--- config.mk ---
export PLATFORM = sky130hd
export DESIGN_NAME = regfile_dump_unit
export DESIGN_NICKNAME = d
export VERILOG_FILES = /design/src/rtl/regfile_dump_unit.sv
export SDC_FILE = /design/constraint.sdc
export NUM_CORES = 1
export LEC_CHECK = 0
export ABC_AREA = 1
export BUFFER_PORTS_ARGS = -buffer_cell sky130_fd_sc_hd__buf_2
export CAP_MARGIN = 15
export CORE_MARGIN = 1.5
export CORE_UTILIZATION = 47
export DETAILED_ROUTE_END_ITERATION = 12
export PLACE_DENSITY = 0.82
export SLEW_MARGIN = 20
export SYNTH_ARGS = -nofsm -noshare
export SYNTH_HDL_FRONTEND = slang
export SYNTH_SLANG_ARGS = --single-unit
--- constraint.sdc ---
create_clock -name clk -period 1.4 [get_ports clk]
set_input_delay 0.07 -clock clk [delete_from_list [all_inputs] [get_ports clk]]
set_output_delay 0.07 -clock clk [all_outputs]
set_load 0.05 [all_outputs]
--- src/rtl/regfile_dump_unit.sv ---
`default_nettype none
// ============================================================================
// Module   : regfile_dump_unit
// Purpose  : Debug snapshot streamer for the MIPS core. On an explicit start
//            pulse or on automatic halt detection (PC unchanged for
//            HALT_CYCLES consecutive cycles) it emits one PC record followed
//            by one record per architectural register over a valid/ready
//            stream, reading the register file via a dedicated read port.
// Ports    : clk, rst_n              - clock, asynchronous active-low reset
//            start                   - single-cycle dump request
//            auto_en                 - enables halt-triggered dumps
//            pc_in                   - current PC from the core
//            rf_raddr / rf_rdata     - register-file read port (combinational)
//            out_valid / out_ready   - record handshake
//            out_is_pc, out_idx,
//            out_data, out_last      - record payload and framing
//            busy                    - dump in progress
//            done                    - one-cycle completion pulse
// Revision : 1.0 - initial release
// ============================================================================
module regfile_dump_unit #(
    parameter int DATA_W      = 32,
    parameter int NREG        = 32,
    parameter int ADDR_W      = 5,
    parameter int HALT_CYCLES = 4
) (
    input  logic              clk,
    input  logic              rst_n,
    input  logic              start,
    input  logic              auto_en,
    input  logic [DATA_W-1:0] pc_in,
    output logic [ADDR_W-1:0] rf_raddr,
    input  logic [DATA_W-1:0] rf_rdata,
    output logic              out_valid,
    input  logic              out_ready,
    output logic              out_is_pc,
    output logic [ADDR_W-1:0] out_idx,
    output logic [DATA_W-1:0] out_data,
    output logic              out_last,
    output logic              busy,
    output logic              done
);

    // Halt counter must be able to hold HALT_CYCLES itself (it saturates there).
    localparam int               c_cnt_w    = $clog2(HALT_CYCLES + 1);
    localparam logic [c_cnt_w-1:0] c_halt_max = c_cnt_w'(HALT_CYCLES);
    localparam logic [c_cnt_w-1:0] c_halt_pre = c_cnt_w'(HALT_CYCLES - 1);
    localparam logic [ADDR_W-1:0]  c_last_idx = ADDR_W'(NREG - 1);

    typedef enum logic [2:0] {
        S_IDLE    = 3'd0,
        S_SEND_PC = 3'd1,
        S_FETCH   = 3'd2,
        S_SEND    = 3'd3,
        S_DONE    = 3'd4
    } state_t;

    state_t              state_q;
    logic [ADDR_W-1:0]   rf_raddr_q;
    logic                out_valid_q;
    logic                out_is_pc_q;
    logic [ADDR_W-1:0]   out_idx_q;
    logic [DATA_W-1:0]   out_data_q;
    logic                out_last_q;
    logic                busy_q;
    logic                done_q;

    // ------------------------------------------------------------------
    // Halt detection
    // ------------------------------------------------------------------
    logic [DATA_W-1:0]   pc_prev_q;
    logic [c_cnt_w-1:0]  stable_cnt_q;
    logic [c_cnt_w-1:0]  stable_cnt_d;
    logic                w_pc_same;
    logic                w_halt_fire;
    logic                w_trigger;

    always_comb begin
        w_pc_same    = (pc_in == pc_prev_q);
        stable_cnt_d = '0;
        if (w_pc_same) begin
            if (stable_cnt_q == c_halt_max) begin
                stable_cnt_d = stable_cnt_q;
            end else begin
                stable_cnt_d = stable_cnt_q + 1'b1;
            end
        end
    end

    // Fires only on the edge where the counter steps from HALT_CYCLES-1 to
    // HALT_CYCLES. Once saturated it cannot fire again until a PC change
    // clears the counter, which gives the one-shot / re-arm behaviour.
    assign w_halt_fire = auto_en && w_pc_same && (stable_cnt_q == c_halt_pre);
    assign w_trigger   = start || w_halt_fire;

    always_ff @(posedge clk or negedge rst_n) begin
        if (!rst_n) begin
            pc_prev_q    <= '0;
            stable_cnt_q <= '0;
        end else begin
            pc_prev_q    <= pc_in;
            stable_cnt_q <= stable_cnt_d;
        end
    end

    // ------------------------------------------------------------------
    // Dump sequencer with registered outputs
    // ------------------------------------------------------------------
    always_ff @(posedge clk or negedge rst_n) begin
        if (!rst_n) begin
            state_q     <= S_IDLE;
            rf_raddr_q  <= '0;
            out_valid_q <= 1'b0;
            out_is_pc_q <= 1'b0;
            out_idx_q   <= '0;
            out_data_q  <= '0;
            out_last_q  <= 1'b0;
            busy_q      <= 1'b0;
            done_q      <= 1'b0;
        end else begin
            done_q <= 1'b0;
            case (state_q)
                S_IDLE: begin
                    // Start and halt arriving together collapse into one dump.
                    if (w_trigger) begin
                        out_data_q  <= pc_in;
                        out_is_pc_q <= 1'b1;
                        out_idx_q   <= '0;
                        out_last_q  <= 1'b0;
                        out_valid_q <= 1'b1;
                        rf_raddr_q  <= '0;
                        busy_q      <= 1'b1;
                        state_q     <= S_SEND_PC;
                    end
                end
                S_SEND_PC: begin
                    if (out_ready) begin
                        out_valid_q <= 1'b0;
                        rf_raddr_q  <= '0;
                        state_q     <= S_FETCH;
                    end
                end
                S_FETCH: begin
                    // rf_raddr_q is held for this whole cycle so the
                    // combinational read data is settled at the edge.
                    out_data_q  <= rf_rdata;
                    out_idx_q   <= rf_raddr_q;
                    out_is_pc_q <= 1'b0;
                    out_last_q  <= (rf_raddr_q == c_last_idx);
                    out_valid_q <= 1'b1;
                    state_q     <= S_SEND;
                end
                S_SEND: begin
                    if (out_ready) begin
                        out_valid_q <= 1'b0;
                        if (out_last_q) begin
                            out_last_q <= 1'b0;
                            busy_q     <= 1'b0;
                            done_q     <= 1'b1;
                            rf_raddr_q <= '0;
                            state_q    <= S_DONE;
                        end else begin
                            rf_raddr_q <= rf_raddr_q + 1'b1;
                            state_q    <= S_FETCH;
                        end
                    end
                end
                S_DONE: begin
                    // Triggers seen here are dropped, not queued.
                    state_q <= S_IDLE;
                end
                default: begin
                    state_q <= S_IDLE;
                end
            endcase
        end
    end

    assign rf_raddr  = rf_raddr_q;
    assign out_valid = out_valid_q;
    assign out_is_pc = out_is_pc_q;
    assign out_idx   = out_idx_q;
    assign out_data  = out_data_q;
    assign out_last  = out_last_q;
    assign busy      = busy_q;
    assign done      = done_q;

endmodule
`default_nettype wire

==> run_results.csv <==
group,metric,value,unit
die,start_util,0.485,
route,dr.pass1.iters,4,
timing,unrepaired_setup_endpoints_after_global_routing,"yes",
die,die_y,94.9,um
timing,layout_min_cycle_time,1.76,ns
timing,finalMaxSlewViolations,0,
synth,synth_compound_area_frac,0.0215,
finish,instances_no_fill,796,
synth,syn_warnings,0,
route,routed_via_density,5.03,
route,drt_drc_violations_left,0,
hold_path,worstHoldPathType,"input pin to register",
die,io_pins,116,
route,antenna_violating_nets_post_route,0,
grt,grt_max_degree,36,
synth,synth-adder-area-share,0.0158,
placement,post-place-cells,742,
timing,worst_clock_skew,0.0105,ns
run,cap_viol_max_count,0,
synth,syn_nets,570,
setup_path,timing_worst_setup_path_type,"register to register",
die,fp.dieArea,9000,sq um
clocking,clock_path_buffers,2,
setup_path,timing.critical_path.from_type,"register",
grt,grtUsageTotal,0.258,
setup_path,worst_path_maximum_fanout,8,
setup_path,arrival,2.01,ns
synth,synth.avg_cell_area,7.99,sq um
synth,yosys.cell_types.count,22,
timing,max-slew-margin-rel,0.671,
route,route.vias.total,4006,
clocking,numCtsBuffers,9,
timing,setup_viol,50,
route,finalWirelength,11.6,mm
setup_path,required,1.65,ns
grt,vias_in_the_first_global_route,4001,
placement,globalplace.congestion,0.835,
synth,yosys-top-cells-area,"sky130_fd_sc_hd__dfrtp_1, sky130_fd_sc_hd__nand2_1, sky130_fd_sc_hd__nand3_1",
synth,yosys.area.top_type,"sky130_fd_sc_hd__dfrtp_1",
synth,largest_family_of_logic_cells_by_synthesized_area,"simple AND/OR/NAND/NOR gates",
pwr,power_leakage,3.20,nW
clocking,clkSinkCount,85,
placement,port_buffers,115,
finish,multi_input_comb_area,1800,sq um
finish,layout-drive-gt1-share,0.333,
grt,grt_overflow_total,0,
die,floorplan.core_area,8180,sq um
timing,final.period_utilization,1.26,
synth,synth_top_area_share,0.536,
finish,mostFrequentLayoutCells,"sky130_fd_sc_hd__nand2_1, sky130_fd_sc_hd__buf_2, sky130_fd_sc_hd__dfrtp_1",
pwr,irDropWorstVdd,0.980,mV
placement,hpwl,7.31,mm
status,violations,"setup timing",
clocking,clkTransAtPathRegs,0.09,ns
grt,antenna_found_initial,0,
setup_path,critical_path_capture_point_type,"register",
die,num_rows,33,
clocking,clockRootBuffer,"sky130_fd_sc_hd__clkbuf_8",
timing,worst_slack,-0.362,ns
synth,synth-simple-area-share,0.317,
synth,synth-seq-area-share,0.536,
timing,tightest_slew,0.493,ns
finish,num-nets-final,760,
grt,grt_pass1_wl,17.8,mm
pwr,power_density_of_the_placed_cells,2020,nW/um^2
finish,seq_area,2130,sq um
die,die_x,94.9,um
synth,synth_xor_area_frac,0.0486,
finish,fillCellCount,608,
clocking,cts.htree.levels,3,
clocking,tritoncts,"done",
finish,most_common_library_cell_in_the_layout_ignoring_fill_and_taps,"sky130_fd_sc_hd__nand2_1",
timing,fmax,567,MHz
synth,syn_area,3970,sq um
synth,instance_count_of_the_mapped_netlist,496,
pwr,power,11.7,mW
placement,place_ws,-0.381,ns
route,number_of_drc_markers_in_iteration_0,173,
synth,yosys-mux-area-fraction,0,
route,drt-wirelength-per-cell,14.6,um
timing,hold_violations,0,
finish,area.growth.synth_to_final,46.4,%
clocking,worst_skew_pair.late_latency,0.36,ns
synth,ys_seq_elements,85,
timing,hold_slack,0.0413,ns
status,outcome,"complete, but fails checks",
finish,antenna_cells,0,
==> metrics by stage <==
stage | util | area, sq um | setup TNS (ns)
floorplan | - | 3970 | -3.98
detailed placement | 0.609 | 4980 | -15.50
CTS | 0.687 | 5620 | -13.54
global placement | 0.609 | 4980 | -13.47
global route | 0.710 | 5800 | -21.61
finish | 0.710 | 5800 | -15.19
==> critical path, stage by stage (launching register included) <==
cell and delay (ns):
sky130_fd_sc_hd__dfrtp_1 0.39, sky130_fd_sc_hd__inv_1 0.06, sky130_fd_sc_hd__nand2_1 0.06, sky130_fd_sc_hd__nand2_1 0.07, sky130_fd_sc_hd__nand2_1 0.06, sky130_fd_sc_hd__nor2_1 0.08, sky130_fd_sc_hd__nand2_1 0.09, sky130_fd_sc_hd__nor2_2 0.16
sky130_fd_sc_hd__nand3_2 0.13, sky130_fd_sc_hd__nand3_4 0.15, sky130_fd_sc_hd__nand2_8 0.10, sky130_fd_sc_hd__clkbuf_16 0.20, sky130_fd_sc_hd__nand2_2 0.06, sky130_fd_sc_hd__nand2_1 0.06
==> per-layer routing <==
layer	routed length [um]	track usage
met5	0	0
met4	278	0.129
met3	676	0.0419
met2	5820	0.436
met1	4850	0.319
==> report_power, final <==
part / total [mW] / leakage [nW] / internal, mW / switching [mW]
Sequential: 3.51 / 1.05 / 3.08 / 0.423
Clock: 1.87 / 0.107 / 0.998 / 0.867
Combinational: 6.34 / 2.05 / 1.95 / 4.39
Total: 11.7 / 3.20 / 6.04 / 5.68
==> state kept, by name (all words and copies together) (netlist names) <==
register	count
rf_raddr	5
busy	1
out_is_pc	1
out_last	1
out_idx	5
stable_cnt_q	3
out_data	32
out_valid	1
state_q	3
done	1
pc_prev_q	32
==> path summary, 6_finish.rpt <==
kind                            endpoint  slack, ns          start  cells past startpoint
setup reg to reg            out_data[19]      -0.36  pc_prev_q[27]                     13
min in group asynchronous  pc_prev_q[29]       0.20          rst_n                      2
hold / removal               out_data[0]       0.04    rf_rdata[0]                      5
max in group asynchronous    rf_raddr[0]       0.66          rst_n                      3
setup / recovery            out_data[19]      -0.36  pc_prev_q[27]                     13
hold reg to reg                out_valid       0.47      out_valid                      2
==> cell families after synthesis <==
logic type                 Yosys count
xor gates and xnor gates            22
DFF                                 85
and+or+nand+nor                    311
buffers and inverters               56
adders and majority gates            5
AOI/OAI and AO/OA                   17
==> final cells by class <==
| class | instances | share of cell area |
|---|---|---|
| sequential | 85 | 0.367 |
| multi-input combinational | 355 | 0.310 |
| timing repair buffer | 197 | 0.240 |
| inverter | 38 | 0.0246 |
| clock buffer | 11 | 0.0226 |
| tap | 105 | 0.0226 |
| clock inverter | 5 | 0.0129 |
==> timing repair <==
action	4_1_cts	5_1_grt
hold buffers	34	0
pin swaps	6	13
endpoints found under the setup margin	48	53
endpoints found under the hold margin	66	0
gates cloned	0	3
resized for setup	19	38
setup buffers	0	1
==> synth_stat cells <==
cell / count
sky130_fd_sc_hd__nand2_1: 236
sky130_fd_sc_hd__dfrtp_1: 85
sky130_fd_sc_hd__nand3_1: 42
sky130_fd_sc_hd__inv_1: 37
sky130_fd_sc_hd__nor2_1: 21
sky130_fd_sc_hd__xnor2_1: 21
sky130_fd_sc_hd__o21ai_0: 13
sky130_fd_sc_hd__buf_2: 9
sky130_fd_sc_hd__clkbuf_1: 6
sky130_fd_sc_hd__ha_1: 5
sky130_fd_sc_hd__nand4_1: 5
sky130_fd_sc_hd__a21oi_1: 4
sky130_fd_sc_hd__buf_6: 2
sky130_fd_sc_hd__nor3_1: 2
sky130_fd_sc_hd__buf_4: 1
sky130_fd_sc_hd__inv_2: 1
sky130_fd_sc_hd__nand2_2: 1
sky130_fd_sc_hd__nand3_2: 1
sky130_fd_sc_hd__nor2_2: 1
sky130_fd_sc_hd__nor2_4: 1
sky130_fd_sc_hd__nor3b_1: 1
sky130_fd_sc_hd__xor2_1: 1
No activity file was read; power rests on OpenSTA's default activity.
